File: src/rtl/jtdsp16_pbus_pkg.sv
// jtdsp16_pbus_pkg
// Shared definitions for the DSP16 parallel-port host bridge:
//   - bit positions of the status word returned on a psel=1 read
//   - bit positions of the control word accepted on a psel=1 write
//   - helper that assembles the status word
package jtdsp16_pbus_pkg;

  localparam int ST_DVALID = 15;
  localparam int ST_DOVF   = 14;
  localparam int ST_DUNF   = 13;
  localparam int ST_HOVF   = 12;

  localparam int CT_FLUSH  = 0;
  localparam int CT_CLR    = 1;

  // i_cnt is the FIFO count zero-extended to 12 bits; it lands in the low bits.
  function automatic logic [15:0] status_word(input logic       i_dvalid,
                                              input logic       i_dovf,
                                              input logic       i_dunf,
                                              input logic       i_hovf,
                                              input logic [11:0] i_cnt);
    logic [15:0] w_s;
    w_s            = {4'd0, i_cnt};
    w_s[ST_DVALID] = i_dvalid;
    w_s[ST_DOVF]   = i_dovf;
    w_s[ST_DUNF]   = i_dunf;
    w_s[ST_HOVF]   = i_hovf;
    return w_s;
  endfunction

endpackage

File: src/rtl/jtdsp16_pbus_fifo.sv
// jtdsp16_pbus_fifo
// Synchronous FIFO of 16-bit words, depth 2**FIFO_AW.
// Ports:
//   clk, rst      clock, asynchronous active-high reset
//   i_push, i_din write request and data (accepted when not full, or when
//                 a pop happens in the same cycle)
//   i_pop         read request (ignored when empty)
//   i_flush       empties the FIFO; overrides a simultaneous push/pop
//   o_head        word at the read pointer (undefined when empty)
//   o_count       number of stored words, FIFO_AW+1 bits
//   o_full, o_empty
module jtdsp16_pbus_fifo
  import jtdsp16_pbus_pkg::*;
#(
  parameter int FIFO_AW = 2
) (
  input  logic               clk,
  input  logic               rst,
  input  logic               i_push,
  input  logic               i_pop,
  input  logic               i_flush,
  input  logic [15:0]        i_din,
  output logic [15:0]        o_head,
  output logic [FIFO_AW:0]   o_count,
  output logic               o_full,
  output logic               o_empty
);

  localparam int               DEPTH    = 2**FIFO_AW;
  localparam logic [FIFO_AW:0] FULL_CNT = (FIFO_AW+1)'(DEPTH);

  logic [15:0]        r_mem [DEPTH];
  logic [FIFO_AW-1:0] r_wr_ptr;
  logic [FIFO_AW-1:0] r_rd_ptr;
  logic [FIFO_AW:0]   r_count;
  logic               w_pop_ok;
  logic               w_push_ok;

  assign o_full    = (r_count == FULL_CNT);
  assign o_empty   = (r_count == '0);
  assign o_count   = r_count;
  assign o_head    = r_mem[r_rd_ptr];

  // A pop frees a slot in the same cycle, so a full FIFO still takes a push.
  assign w_pop_ok  = i_pop & ~o_empty;
  assign w_push_ok = i_push & (~o_full | w_pop_ok);

  always_ff @(posedge clk or posedge rst) begin
    if (rst) begin
      r_wr_ptr <= '0;
      r_rd_ptr <= '0;
      r_count  <= '0;
    end else if (i_flush) begin
      r_wr_ptr <= '0;
      r_rd_ptr <= '0;
      r_count  <= '0;
    end else begin
      if (w_push_ok) r_wr_ptr <= r_wr_ptr + FIFO_AW'(1);
      if (w_pop_ok)  r_rd_ptr <= r_rd_ptr + FIFO_AW'(1);
      case ({w_push_ok, w_pop_ok})
        2'b10:   r_count <= r_count + (FIFO_AW+1)'(1);
        2'b01:   r_count <= r_count - (FIFO_AW+1)'(1);
        default: r_count <= r_count;
      endcase
    end
  end

  // Storage is data only; it needs no reset.
  always_ff @(posedge clk) begin
    if (w_push_ok && !i_flush) r_mem[r_wr_ptr] <= i_din;
  end

endmodule

File: src/rtl/jtdsp16_pbus_host.sv
// jtdsp16_pbus_host
// Host-side bridge on the far end of the DSP16 parallel I/O port.
// Host words are queued in a FIFO and returned on DSP data reads; DSP data
// writes land in a host-readable register. irq is high while the FIFO holds data.
// Ports:
//   clk, rst          clock, asynchronous active-high reset
//   ph1               DSP clock enable for strobe edge detection
//   pods_n, pids_n    DSP write / read strobes (active low)
//   psel              0 = data, 1 = status (read) / control (write)
//   pbus_out          DSP write data;  pbus_in: data/status back to the DSP
//   irq               registered "FIFO not empty"
//   host_we/host_din  host push;  host_full: FIFO full
//   host_rd           acknowledges host_dout; host_dout(_valid): DSP-written word
//   host_ovf          sticky: host push dropped because FIFO was full
module jtdsp16_pbus_host
  import jtdsp16_pbus_pkg::*;
#(
  parameter int FIFO_AW = 2
) (
  input  logic        clk,
  input  logic        rst,
  input  logic        ph1,
  input  logic        pods_n,
  input  logic        pids_n,
  input  logic        psel,
  input  logic [15:0] pbus_out,
  output logic [15:0] pbus_in,
  output logic        irq,
  input  logic        host_we,
  input  logic [15:0] host_din,
  output logic        host_full,
  input  logic        host_rd,
  output logic [15:0] host_dout,
  output logic        host_dout_valid,
  output logic        host_ovf
);

  logic               r_last_pods_n;
  logic               r_last_pids_n;
  logic               r_arm_wr;
  logic               r_arm_rd;
  logic [15:0]        r_dout;
  logic               r_dvalid;
  logic               r_dovf;
  logic               r_dunf;
  logic               r_hovf;
  logic               r_irq;

  logic               w_wr_edge;
  logic               w_rd_end;
  logic               w_data_wr;
  logic               w_ctl_wr;
  logic               w_flush;
  logic               w_clr;
  logic               w_pop;
  logic [15:0]        w_head;
  logic [FIFO_AW:0]   w_count;
  logic               w_full;
  logic               w_empty;
  logic [11:0]        w_cnt12;

  // The arm flags stay low after reset until the strobe has been seen high,
  // so a strobe left low across reset cannot fake an edge.
  assign w_wr_edge = ph1 & r_arm_wr & ~pods_n & r_last_pods_n;
  assign w_rd_end  = ph1 & r_arm_rd & pids_n & ~r_last_pids_n;
  assign w_data_wr = w_wr_edge & ~psel;
  assign w_ctl_wr  = w_wr_edge & psel;
  assign w_flush   = w_ctl_wr & pbus_out[CT_FLUSH];
  assign w_clr     = w_ctl_wr & pbus_out[CT_CLR];
  assign w_pop     = w_rd_end & ~psel;

  jtdsp16_pbus_fifo #(.FIFO_AW(FIFO_AW)) u_fifo (
    .clk     (clk),
    .rst     (rst),
    .i_push  (host_we),
    .i_pop   (w_pop),
    .i_flush (w_flush),
    .i_din   (host_din),
    .o_head  (w_head),
    .o_count (w_count),
    .o_full  (w_full),
    .o_empty (w_empty)
  );

  always_ff @(posedge clk or posedge rst) begin
    if (rst) begin
      r_last_pods_n <= 1'b1;
      r_last_pids_n <= 1'b1;
      r_arm_wr      <= 1'b0;
      r_arm_rd      <= 1'b0;
      r_dout        <= '0;
      r_dvalid      <= 1'b0;
      r_dovf        <= 1'b0;
      r_dunf        <= 1'b0;
      r_hovf        <= 1'b0;
      r_irq         <= 1'b0;
    end else begin
      if (ph1) begin
        r_last_pods_n <= pods_n;
        r_last_pids_n <= pids_n;
      end
      if (pods_n) r_arm_wr <= 1'b1;
      if (pids_n) r_arm_rd <= 1'b1;

      r_irq <= (w_count != '0);

      // Clear first so that a same-cycle set from another source survives.
      if (w_clr) begin
        r_dovf <= 1'b0;
        r_dunf <= 1'b0;
        r_hovf <= 1'b0;
      end

      // A fresh DSP word beats a simultaneous host acknowledge.
      if (w_data_wr) begin
        r_dout   <= pbus_out;
        r_dvalid <= 1'b1;
        if (r_dvalid && !host_rd) r_dovf <= 1'b1;
      end else if (host_rd) begin
        r_dvalid <= 1'b0;
      end

      if (w_pop && w_empty) r_dunf <= 1'b1;

      // A push into a full FIFO is lost unless a pop makes room; a flush
      // discards the push on purpose, which is not an overflow.
      if (host_we && w_full && !(w_pop && !w_empty) && !w_flush) r_hovf <= 1'b1;
    end
  end

  assign w_cnt12 = {{(11-FIFO_AW){1'b0}}, w_count};

  always_comb begin
    pbus_in = '0;
    if (psel)          pbus_in = status_word(r_dvalid, r_dovf, r_dunf, r_hovf, w_cnt12);
    else if (!w_empty) pbus_in = w_head;
  end

  assign irq             = r_irq;
  assign host_full       = w_full;
  assign host_dout       = r_dout;
  assign host_dout_valid = r_dvalid;
  assign host_ovf        = r_hovf;

endmodule

File: config.mk
export PLATFORM = sky130hd
export DESIGN_NAME = jtdsp16_pbus_host
export DESIGN_NICKNAME = d
export VERILOG_FILES = /design/src/rtl/jtdsp16_pbus_pkg.sv /design/src/rtl/jtdsp16_pbus_fifo.sv /design/src/rtl/jtdsp16_pbus_host.sv
export SDC_FILE = /design/constraint.sdc
export NUM_CORES = 1
export LEC_CHECK = 0
export ABC_AREA = 1
export ABC_CLOCK_PERIOD_IN_PS = 7100
export CAP_MARGIN = 30
export CORE_ASPECT_RATIO = 1.25
export CORE_UTILIZATION = 55
export CTS_BUF_LIST = sky130_fd_sc_hd__clkbuf_8
export DETAILED_ROUTE_END_ITERATION = 10
export PLACE_DENSITY = 0.89
export SYNTH_ARGS = -nofsm -noshare
export SYNTH_HDL_FRONTEND = slang
export SYNTH_HIERARCHICAL = 1
export SYNTH_SLANG_ARGS = --single-unit
File: constraint.sdc
create_clock -name clk -period 7.1 [get_ports clk]
set_clock_uncertainty 0.1 [all_clocks]
set_input_delay 1.42 -clock clk [delete_from_list [all_inputs] [get_ports clk]]
set_output_delay 1.42 -clock clk [all_outputs]
set_load 0.03 [all_outputs]
Yosys cells after proc, flatten, opt, wreduce, memory -nomap -nowiden
Memory sizes are Yosys's and may differ from the RTL's.
Index checks and enable logic that the tools add are counted.
Operators by class
  add/sub/neg operators: 4
  equality and inequality tests: 3
  multiplexer cells: 18
  bitwise logic cells: 19
  reductions and logical operators: 19
Operators by type and width (count)
  16-bit two-way mux: 2
  1-bit AND: 13
  1-bit two-way mux: 10
  2-bit nonzero test: 5
  2-bit two-way mux: 4
  1-bit logical AND: 7
  3-bit case mux with 2 select lines: 1
  3-bit nonzero test: 2
  1-bit inverter: 5
  2-bit by 1-bit adder with 2-bit output, second input constant: 2
  1-bit zero test: 4
  3-bit by 1-bit adder with 3-bit output, second input constant: 1
  3-bit equality test, second input constant: 1
  3-bit zero test: 1
  3-bit two-way mux: 1
  3-bit by 1-bit subtractor with 3-bit output, second input constant: 1
  2-bit by 1-bit equality test with 1-bit output, second input constant: 1
  2-bit equality test, second input constant: 1
  1-bit bitwise OR: 1
Storage, ports and cells
  register bits after elaboration: 32
  memory bits (writable): 64
  output and inout port bits: 36
  memories kept: 1
Memories
  u_fifo.r_mem: depth 4, width 16, read ports 1, clocked after Yosys merged registers in 0, wr ports 1, line jtdsp16_pbus_fifo.sv:32  | logic [15:0] r_mem [DEPTH];

Longest topological paths before layout
Gate-level depths: netlist of run 1.
  depth in word-level cells: 10
  depth in mapped cells: 11
  gate-level depth less buffers: 11

Hierarchy
The synthesis of run 1 kept the hierarchy.
By module, submodules not included
  jtdsp16_pbus_fifo: instances 1, cells each 221, area an instance 2914.0 µm², sequential area each 2097.0 µm²
  jtdsp16_pbus_host: instances 1, cells each 154, area an instance 1212.4 µm², sequential area each 628.1 µm²

Worst setup path after synthesis of run 1
No wires, ideal clock.
  path type: input port to output port
  from: input port psel
  to: output port pbus_in[15]
  data arrival time: 2.523 ns
  data required time: 5.580 ns
  slack: 3.057 ns
  cell stages on the path: 4
  buffers on the path: 2
  cell sequence: buf_2 > inv_2 > buf_2 > o21ai_0
Between the ends
  word-level cells in the longest chain between the ends: 1
RTL lines
  from (decl): line jtdsp16_pbus_host.sv:25  | input logic psel,
  16-bit two-way mux: line jtdsp16_pbus_host.sv:135  | if (psel) pbus_in = status_word(r_dvalid, r_dovf, r_dunf, r_hovf, w_cnt12);
  to (decl): line jtdsp16_pbus_host.sv:27  | output logic [15:0] pbus_in,
Every way passes these cells.

Worst setup path after layout of run 1
Same ends and word-level chain as after synthesis.

==> impl_metrics.tcl, run 1 <==
set metrics [dict create \
    cts_setup_buffers 0 \
    synth_edf_count 64 \
    syn_area_sq_um 4126 \
    grt_max_degree 35 \
    hold_end "r_arm_wr$_DFFE_PP0P_" \
    areaGrowthSynthToFinish_pct 24.56 \
    insertion_delay_ps 360 \
    comb_power_share 0.418 \
    slew_headroom 0.3612 \
    crit_top_cell "clkdlybuf4s50_1" \
    cts_root_buf "clkbuf_8" \
    initial_utilization 0.5808 \
    cts.repair.resized 0 \
    period_minus_slack_ps 5231 \
    drv_cap 0 \
    synthFlopType "edfxtp_1" \
    synthCells 375 \
    worstSetupEndpointType "output pin" \
    track_usage 0.2492 \
    final_net_count 494 \
    clock_power_share 0.174 \
    synth.yosys.warnings 6 \
    holdBufCountCts 0 \
    seq_power_share 0.408 \
    hold_viol 0 \
    worstRegToRegCells 7 \
    dp_slack_ps 1873 \
    globalplace.congestion 0.8094 \
    clk_path_buf_depth 2 \
    critPathMaxFanout 28 \
    core_sq_um 7104 \
    period_share 0.7367 \
    vias 3051 \
    htreeDepth 3 \
    dp_hpwl_mm 5.985 \
    portBuffers 75 \
    cts_tree "done" \
    timing.rr.end "u_fifo/r_mem[3][1]$_DFFE_PP_" \
    syn_area_per_cell_sq_um 11.00 \
    ioPinCount 76 \
    post-route-util 0.7235 \
    dieArea_sq_um 7855 \
    r2r-start "r_arm_rd$_DFFE_PP0P_" \
    fmax_mhz 191.2 \
    cts.sinks 96 \
    drt_iter0_drc 226 \
    status "finished clean" \
    reg2reg_slack_ps 4170 \
    peakVddDrop_mv 0.1983 \
    grt_overflow 0 \
    die_x_um 79.48 \
    p_leak_nw 2.076 \
    fin_ws_ps 1869 \
    hold_start "r_arm_wr$_DFFE_PP0P_" \
    internal_power_mw 1.186 \
    final_cell_mix "75 x clkdlybuf4s50_1, 64 x edfxtp_1, 63 x nand2_1" \
    cts_inserted_buffers 9 \
    finalSetupTns_ps 0 \
    rsz0062_at_grt "false" \
    first_global_vias 3039 \
    antennaDiodeCount 0 \
    worstSetupPathType "input pin to output pin" \
    multiInputGateArea_sq_um 1195 \
    hold_class "flip-flop to flip-flop" \
    die_h_um 98.84 \
    drtAntennaViolNets 0 \
    cp_num_buf_inv 3 \
    cellPowerDensity_nw_per_um2 382.3 \
    vias_per_cell 5.608 \
    slew_viol_final 0 \
    crit_family "buffers and inverters" \
    wl_per_cell_um 16.88 \
    layout-drive-gt1-share 0.1035 \
    fill_cells 469 \
    arrival_ps 3710 \
    synth_seq_cells 96 \
    core.rowCount 34 \
    total_power_mw 1.965 \
    drt-total-wl_mm 9.180 \
    sw_frac_of_total 0.3965 \
    postSynth.asyncResetShare 0.3333 \
    syn_nets 420 \
    path_cells "clkdlybuf4s50_1, inv_2, nand3_1, o21ai_0, clkdlybuf4s50_1" \
    drcViolationCount 0 \
    antenna_found_initial 0 \
    clk_pin_slew_ps 90 \
    max_stage_delay_ps 750 \
    ys_types 33 \
    crit_path_start_kind "input pin" \
    critPathRequiredTime_ps 5580 \
    dr.pass1.iters 5 \
    final-seq-area_sq_um 2725 \
    tightest_slew_ps 949.5 \
    cpMaxStageDelayCell "clkdlybuf4s50_1" \
    hold_depth 1 \
    grt_pass1_wl_mm 14.53 \
    switchingPower_mw 0.7790 \
    yosysSeqAreaShare 0.6604 \
    final_common_cell "clkdlybuf4s50_1" \
    setup_violations 0 \
]
-- layout make-up --
class | count | share of cell area
multi-input cells | 232 | 0.2325
clock buffers | 9 | 0.02410
well taps | 90 | 0.02191
flip-flops and latches | 96 | 0.5302
clock inverters | 7 | 0.01241
inverters | 31 | 0.02313
repair buffers | 79 | 0.1558
-- routing by layer --
layer | wire (um) | GRT usage | vias up
li1 | - | - | 1430
met1 | 3614 | 0.2993 | 1476
met2 | 4814 | 0.4274 | 127
met3 | 545 | 0.05093 | 18
met4 | 204 | 0.1119 | 0
met5 | 0 | 0 | -
-- flip-flops by register name, indices dropped and copies added (netlist names), 2 cells and up --
register         count
u_fifo/r_wr_ptr      2
u_fifo/o_count       3
u_fifo/r_rd_ptr      2
u_fifo/r_mem        64
host_dout           16
-- synthesized netlist by cell type, types with 3 or more instances --
library cell	count	share of area
nand2_2	4	0.0061
nor2_1	48	0.044
edfxtp_1	64	0.47
buf_2	12	0.015
nand3_1	34	0.041
o22ai_1	16	0.024
inv_1	22	0.020
dfrtp_1	30	0.18
o21ai_0	25	0.030
nand2_4	3	0.0082
nand2_1	63	0.057
or2_2	3	0.0045
inv_2	7	0.0064
ha_1	4	0.012
o21ai_1	15	0.018
-- cell families after synthesis --
| logic type | count (synthesis) | synth area share |
|---|---|---|
| DFF | 96 | 0.6604 |
| AOI/OAI and AO/OA | 62 | 0.08339 |
| xor gates and xnor gates | 1 | 0.002123 |
| and+or+nand+nor | 164 | 0.1865 |
| buffers and inverters | 47 | 0.05064 |
| adders and majority gates | 5 | 0.01698 |
-- how the worst max path moves through the flow --
stage,start,to,slack (ps),depth (start not counted)
CTS,psel,pbus_in[15],1860,5
global placement,psel,pbus_in[0],1950,4
floorplan,psel,pbus_in[15],3060,4
finish,psel,pbus_in[15],1870,5
global route,psel,pbus_in[0],1730,5
detailed placement,psel,pbus_in[1],1870,4
-- through the flow --
stage               hold WS, ps  instance area (sq um)  std cells
global placement          351.0                   4925        527
CTS                       378.0                   5112        543
global route              382.0                   5140        544
floorplan                 339.4                   4126        375
detailed placement        357.4                   4925        527
finish                    376.1                   5140        544
-- power by group through the flow --
| stage | Sequential [mW] | Combinational (mW) | Clock [mW] |
|---|---|---|---|
| floorplan | 0.835 | 0.489 | 0 |
| global placement | 0.826 | 0.749 | 0 |
| detailed placement | 0.834 | 0.774 | 0 |
| CTS | 0.821 | 0.781 | 0.347 |
| global route | 0.812 | 0.890 | 0.370 |
| finish | 0.802 | 0.821 | 0.342 |
-- worst reg2reg max path, delay by kind of cell (launching register included) --
family                 cells  cell delay, ps
flip-flops                 1             380
AND/OR/NAND/NOR            4            1650
buffers and inverters      3             500
No activity file was read; power rests on OpenSTA's default activity.
==> run 2, diff against run 1 <==
--- a/config.mk
+++ b/config.mk
@@ -6,13 +6,13 @@
 export NUM_CORES = 1
 export LEC_CHECK = 0
 export ABC_AREA = 1
-export ABC_CLOCK_PERIOD_IN_PS = 7100
+export ABC_CLOCK_PERIOD_IN_PS = 4700
 export CAP_MARGIN = 30
 export CORE_ASPECT_RATIO = 1.25
-export CORE_UTILIZATION = 55
+export CORE_UTILIZATION = 49
 export CTS_BUF_LIST = sky130_fd_sc_hd__clkbuf_8
 export DETAILED_ROUTE_END_ITERATION = 10
-export PLACE_DENSITY = 0.89
+export PLACE_DENSITY = 0.85
 export SYNTH_ARGS = -nofsm -noshare
 export SYNTH_HDL_FRONTEND = slang
 export SYNTH_HIERARCHICAL = 1
==> constraint.sdc (replaced) <==
create_clock -name clk -period 4.7 [get_ports clk]
set_clock_uncertainty 0.1 [all_clocks]
set_input_delay 0.94 -clock clk [delete_from_list [all_inputs] [get_ports clk]]
set_output_delay 0.94 -clock clk [all_outputs]
set_load 0.03 [all_outputs]
==> impl_metrics.tcl, run 2 (synthesized netlist as in run 1, its figures left out) <==
set metrics [dict create \
    status "finished with violations" \
    violations "design-rule violations" \
    crit_path_start_kind "input pin" \
    first_global_vias 2981 \
    cts_root_buf "clkbuf_8" \
    drt_iter0_drc 255 \
    fill_cells 624 \
    multiInputGateArea_sq_um 1192 \
    track_usage 0.2079 \
    areaGrowthSynthToFinish_pct 24.68 \
    slew_viol_final 0 \
    grt_max_degree 34 \
    tightest_slew_ps 889.5 \
    period_minus_slack_ps 3738 \
    worstSetupEndpointType "output pin" \
    drt-total-wl_mm 8.555 \
    wl_per_cell_um 15.44 \
    finalSetupTns_ps 0 \
    antenna_found_initial 0 \
    cts.repair.resized 0 \
    comb_power_share 0.418 \
    sw_frac_of_total 0.4032 \
    grt_overflow 0 \
    ioPinCount 76 \
    core.rowCount 37 \
    use_met2 0.3653 \
    final-seq-area_sq_um 2725 \
    cts.sinks 96 \
    dr.pass1.iters 8 \
    globalplace.congestion 0.7654 \
    hold_viol 0 \
    p_leak_nw 2.091 \
    cts_setup_buffers 0 \
    clk_path_buf_depth 2 \
    dieArea_sq_um 8795 \
    dp_hpwl_mm 5.891 \
    drcViolationCount 19 \
    cellPowerDensity_nw_per_um2 566.3 \
    cts_tree "done" \
    htreeDepth 3 \
    portBuffers 75 \
    largest_reg_flops 64 \
    post-route-util 0.6279 \
    clk_pin_slew_ps 90 \
    dp_slack_ps 954.0 \
    cts_inserted_buffers 9 \
    worstSetupPathType "input pin to output pin" \
    final_cell_mix "75 x clkdlybuf4s50_1, 64 x edfxtp_1, 63 x nand2_1" \
    final_net_count 497 \
    clock_power_share 0.171 \
    insertion_delay_ps 360 \
    regMostFlops "u_fifo/r_mem" \
    drv_cap 0 \
    core_sq_um 8194 \
    final_common_cell "clkdlybuf4s50_1" \
    fin_ws_ps 961.8 \
    hold_class "flip-flop to flip-flop" \
    vias 2992 \
    die_x_um 84.08 \
    critPathRequiredTime_ps 3660 \
    vias_per_cell 5.401 \
    setup_violations 0 \
    fin_cells 554 \
    grtUsageMet3 0.04107 \
    layout-drive-gt1-share 0.1116 \
    switchingPower_mw 1.175 \
    arrival_ps 2700 \
    placed_cells 538 \
    antennaDiodeCount 0 \
    grtUsageMet1 0.2426 \
    holdBufCountCts 0 \
    critPathMaxFanout 28 \
    rsz0062_at_grt "false" \
    fmax_mhz 267.5 \
    internal_power_mw 1.739 \
    initial_utilization 0.5036 \
    seq_power_share 0.412 \
    grt_pass1_wl_mm 14.07 \
    peakVddDrop_mv 0.3528 \
    grt_most_used_layer "met2" \
    slew_headroom 0.4063 \
    drtAntennaViolNets 0 \
    die_h_um 104.6 \
    period_share 0.7954 \
]
run 2: cell types whose count changed in the layout (fill, tap and decap cells not counted):
| cell | before | now |
|---|---|---|
| inv_8 | 0 | 2 |
| inv_6 | 0 | 2 |
| buf_4 | 3 | 7 |
| bufinv_16 | 1 | 0 |
| nor2_2 | 1 | 0 |
| clkinv_1 | 3 | 1 |
| nor2_1 | 47 | 48 |
| clkinv_4 | 0 | 1 |
| clkinvlp_4 | 3 | 1 |
| buf_16 | 1 | 0 |
run 2: metrics by stage:
stage	total power [mW]	instance area, sq um	hold WS, ps
2_1_floorplan	2.000	4126	339.4
3_3_place_gp	2.390	4961	352.0
3_5_place_dp	2.432	4961	361.0
4_1_cts	2.930	5145	385.1
5_1_grt	3.079	5145	405.6
6_report	2.913	5145	379.3
run 2: path summary, 6_finish.rpt:
kind / slack, ps / endpoint / cells past startpoint / from
max: 960 / pbus_in[0] / 5 / psel
min: 380 / host_dout[13]$_DFFE_PP0P_ / 2 / host_dout[13]$_DFFE_PP0P_
max reg2reg: 2350 / u_fifo/r_mem[3][8]$_DFFE_PP_ / 7 / r_last_pids_n$_DFFE_PP1P_
min reg2reg: 380 / host_dout[13]$_DFFE_PP0P_ / 2 / host_dout[13]$_DFFE_PP0P_
max in group asynchronous: 2940 / host_dout[15]$_DFFE_PP0P_ / 2 / rst
min in group asynchronous: 750 / u_fifo/o_count[1]$_DFFE_PP0P_ / 2 / rst
run 2: metal layers:
layer / wire length (um) / up-vias
li1: - / 1436
met1: 3239 / 1429
met2: 4547 / 114
met3: 588 / 13
met4: 180 / 0
met5: 0 / -
run 2: critical path: stages:
cell and delay [ps]:
clkdlybuf4s50_1 440, inv_2 380, nand3_1 140, o21ai_0 110, clkdlybuf4s50_1 690
run 2: area by class of cell:
cell class	instances	area share
clock inverter	7	0.01167
sequential	96	0.5297
inverter	31	0.02310
clock buffer	9	0.02408
tap	97	0.02359
timing repair buffer	82	0.1561
multi-input combinational	232	0.2318
run 2: power by group through the flow:
stage | sequential [mW] | clock (mW) | combinational [mW]
floorplan | 1.26 | 0 | 0.739
global placement | 1.21 | 0 | 1.18
detailed placement | 1.22 | 0 | 1.22
CTS | 1.20 | 0.510 | 1.22
global route | 1.22 | 0.543 | 1.32
finish | 1.20 | 0.498 | 1.22
==> run 3, diff against run 2 <==
--- a/config.mk
+++ b/config.mk
@@ -6,7 +6,7 @@
 export NUM_CORES = 1
 export LEC_CHECK = 0
 export ABC_AREA = 1
-export ABC_CLOCK_PERIOD_IN_PS = 4700
+export ABC_CLOCK_PERIOD_IN_PS = 3020
 export CAP_MARGIN = 30
 export CORE_ASPECT_RATIO = 1.25
 export CORE_UTILIZATION = 49
==> constraint.sdc (replaced) <==
create_clock -name clk -period 3.02 [get_ports clk]
set_clock_uncertainty 0.1 [all_clocks]
set_input_delay 0.604 -clock clk [delete_from_list [all_inputs] [get_ports clk]]
set_output_delay 0.604 -clock clk [all_outputs]
set_load 0.03 [all_outputs]
==> impl_metrics.tcl, run 3 (synthesized netlist as in run 1, its figures left out) <==
set metrics [dict create \
    status "finished with violations" \
    violations "design-rule violations" \
    areaGrowthSynthToFinish_pct 26.53 \
    dr.pass1.iters 7 \
    holdWs_ps 379.5 \
    tightest_slew_ps 913.4 \
    final_cell_mix "64 x edfxtp_1, 63 x nand2_1, 59 x clkdlybuf4s50_1" \
    regMostFlops "u_fifo/r_mem" \
    cellPowerDensity_nw_per_um2 886.7 \
    rsz0062_at_grt "false" \
    dp_hpwl_mm 5.987 \
    ioPinCount 76 \
    grt_overflow 0 \
    slew_viol_final 0 \
    die_h_um 104.6 \
    worstSetupEndpointType "output pin" \
    peakVddDrop_mv 0.4059 \
    die_x_um 84.08 \
    finalSetupTns_ps 0 \
    htreeDepth 3 \
    slew_headroom 0.3904 \
    arrival_ps 2040 \
    worstSetupPathType "flip-flop to output pin" \
    cpMaxStageDelayCell "dfrtp_2" \
    largest_reg_flops 64 \
    total_power_mw 4.630 \
    path_cells "inv_4, buf_4, o21ai_0, o22ai_1, nand3_1, o21ai_0, buf_4" \
    hold_viol 0 \
    cts_tree "done" \
    vias 2971 \
    wl_per_cell_um 15.49 \
    critPathMaxFanout 21 \
    core_sq_um 8194 \
    insertion_delay_ps 370 \
    globalplace.congestion 0.7669 \
    crit_path_start_kind "flip-flop" \
    drcViolationCount 18 \
    drtAntennaViolNets 0 \
    hold_class "flip-flop to flip-flop" \
    drt-total-wl_mm 8.752 \
    dieArea_sq_um 8795 \
    final_net_count 508 \
    use_met2 0.3893 \
    reg2reg_slack_ps 990 \
    fmax_mhz 364.8 \
    grtUsageMet1 0.2499 \
    grt_pass1_wl_mm 14.57 \
    cts_inserted_buffers 9 \
    clk_pin_slew_ps 100 \
    layout-drive-gt1-share 0.1688 \
    critPathRequiredTime_ps 2320 \
    vias_per_cell 5.258 \
    track_usage 0.2191 \
    clk_path_buf_depth 2 \
    cts_root_buf "clkbuf_8" \
    period_minus_slack_ps 2741 \
    core.rowCount 37 \
    grt_most_used_layer "met2" \
    drt_iter0_drc 131 \
    cts.sinks 96 \
    first_global_vias 3054 \
    setup_violations 0 \
    portBuffers 75 \
    initial_utilization 0.5036 \
    grtUsageMet3 0.05134 \
    antenna_found_initial 0 \
    antennaDiodeCount 0 \
    period_share 0.9077 \
    holdBufCountCts 0 \
    p_leak_nw 2.183 \
    max_stage_delay_ps 510 \
    final_common_cell "edfxtp_1" \
    grt_max_degree 29 \
    drv_cap 0 \
]
run 3: where the power goes:
part	switching, mW	internal [mW]	leakage [nW]
logic	1.23	0.722	1.12
registers	0.162	1.70	0.971
clock network	0.437	0.381	0.0914
run 3: metrics by stage:
step | utilization | area (sq um) | setup WS (ps) | instances
2_1_floorplan | - | 4126 | 62.18 | 375
3_3_place_gp | 0.6125 | 5019 | 299.6 | 549
3_5_place_dp | 0.6125 | 5019 | 270.0 | 549
4_1_cts | 0.6364 | 5215 | 14.51 | 565
5_1_grt | 0.6372 | 5221 | 69.28 | 565
6_report | 0.6372 | 5221 | 278.9 | 565
run 3: layer usage:
| metal | routed length, um | share of wire |
|---|---|---|
| met1 | 3483 | 0.40 |
| met2 | 4513 | 0.52 |
| met3 | 555 | 0.063 |
| met4 | 200 | 0.023 |
| met5 | 0 | 0 |
run 3: final cells by class:
type                    count  area (sq um)
fillers                   606          2973
flip-flops and latches     96          2726
multi-input cells         232          1192
repair buffers             93         863.3
clock buffers               9         123.9
inverters                  31         121.4
well taps                  97         121.4
clock inverters             7         72.57
run 3: worst paths after layout:
kind / startpoint / end / cells past startpoint
hold reg to reg: r_arm_wr$_DFFE_PP0P_ / r_arm_wr$_DFFE_PP0P_ / 1
min in group asynchronous: rst / u_fifo/o_count[0]$_DFFE_PP0P_ / 2
max in group asynchronous: rst / host_dout[8]$_DFFE_PP0P_ / 2
hold / removal: r_arm_wr$_DFFE_PP0P_ / r_arm_wr$_DFFE_PP0P_ / 1
setup reg to reg: r_last_pids_n$_DFFE_PP1P_ / u_fifo/o_count[2]$_DFFE_PP0P_ / 11
setup / recovery: u_fifo/r_rd_ptr[0]$_DFFE_PP0P_ / pbus_in[0] / 7
run 3: repair_timing:
item,4_1_cts,5_1_grt
endpoints found under the setup margin,0,4
gates resized for setup,0,3
buffers inserted,0,0
run 3: worst max-delay path: cells and delay by family (launching register included):
kind | cells | cell delay (ps)
buffers and inverters | 3 | 630
flip-flops | 1 | 510
AO/OA/AOI/OAI | 3 | 430
AND/OR/NAND/NOR | 1 | 100
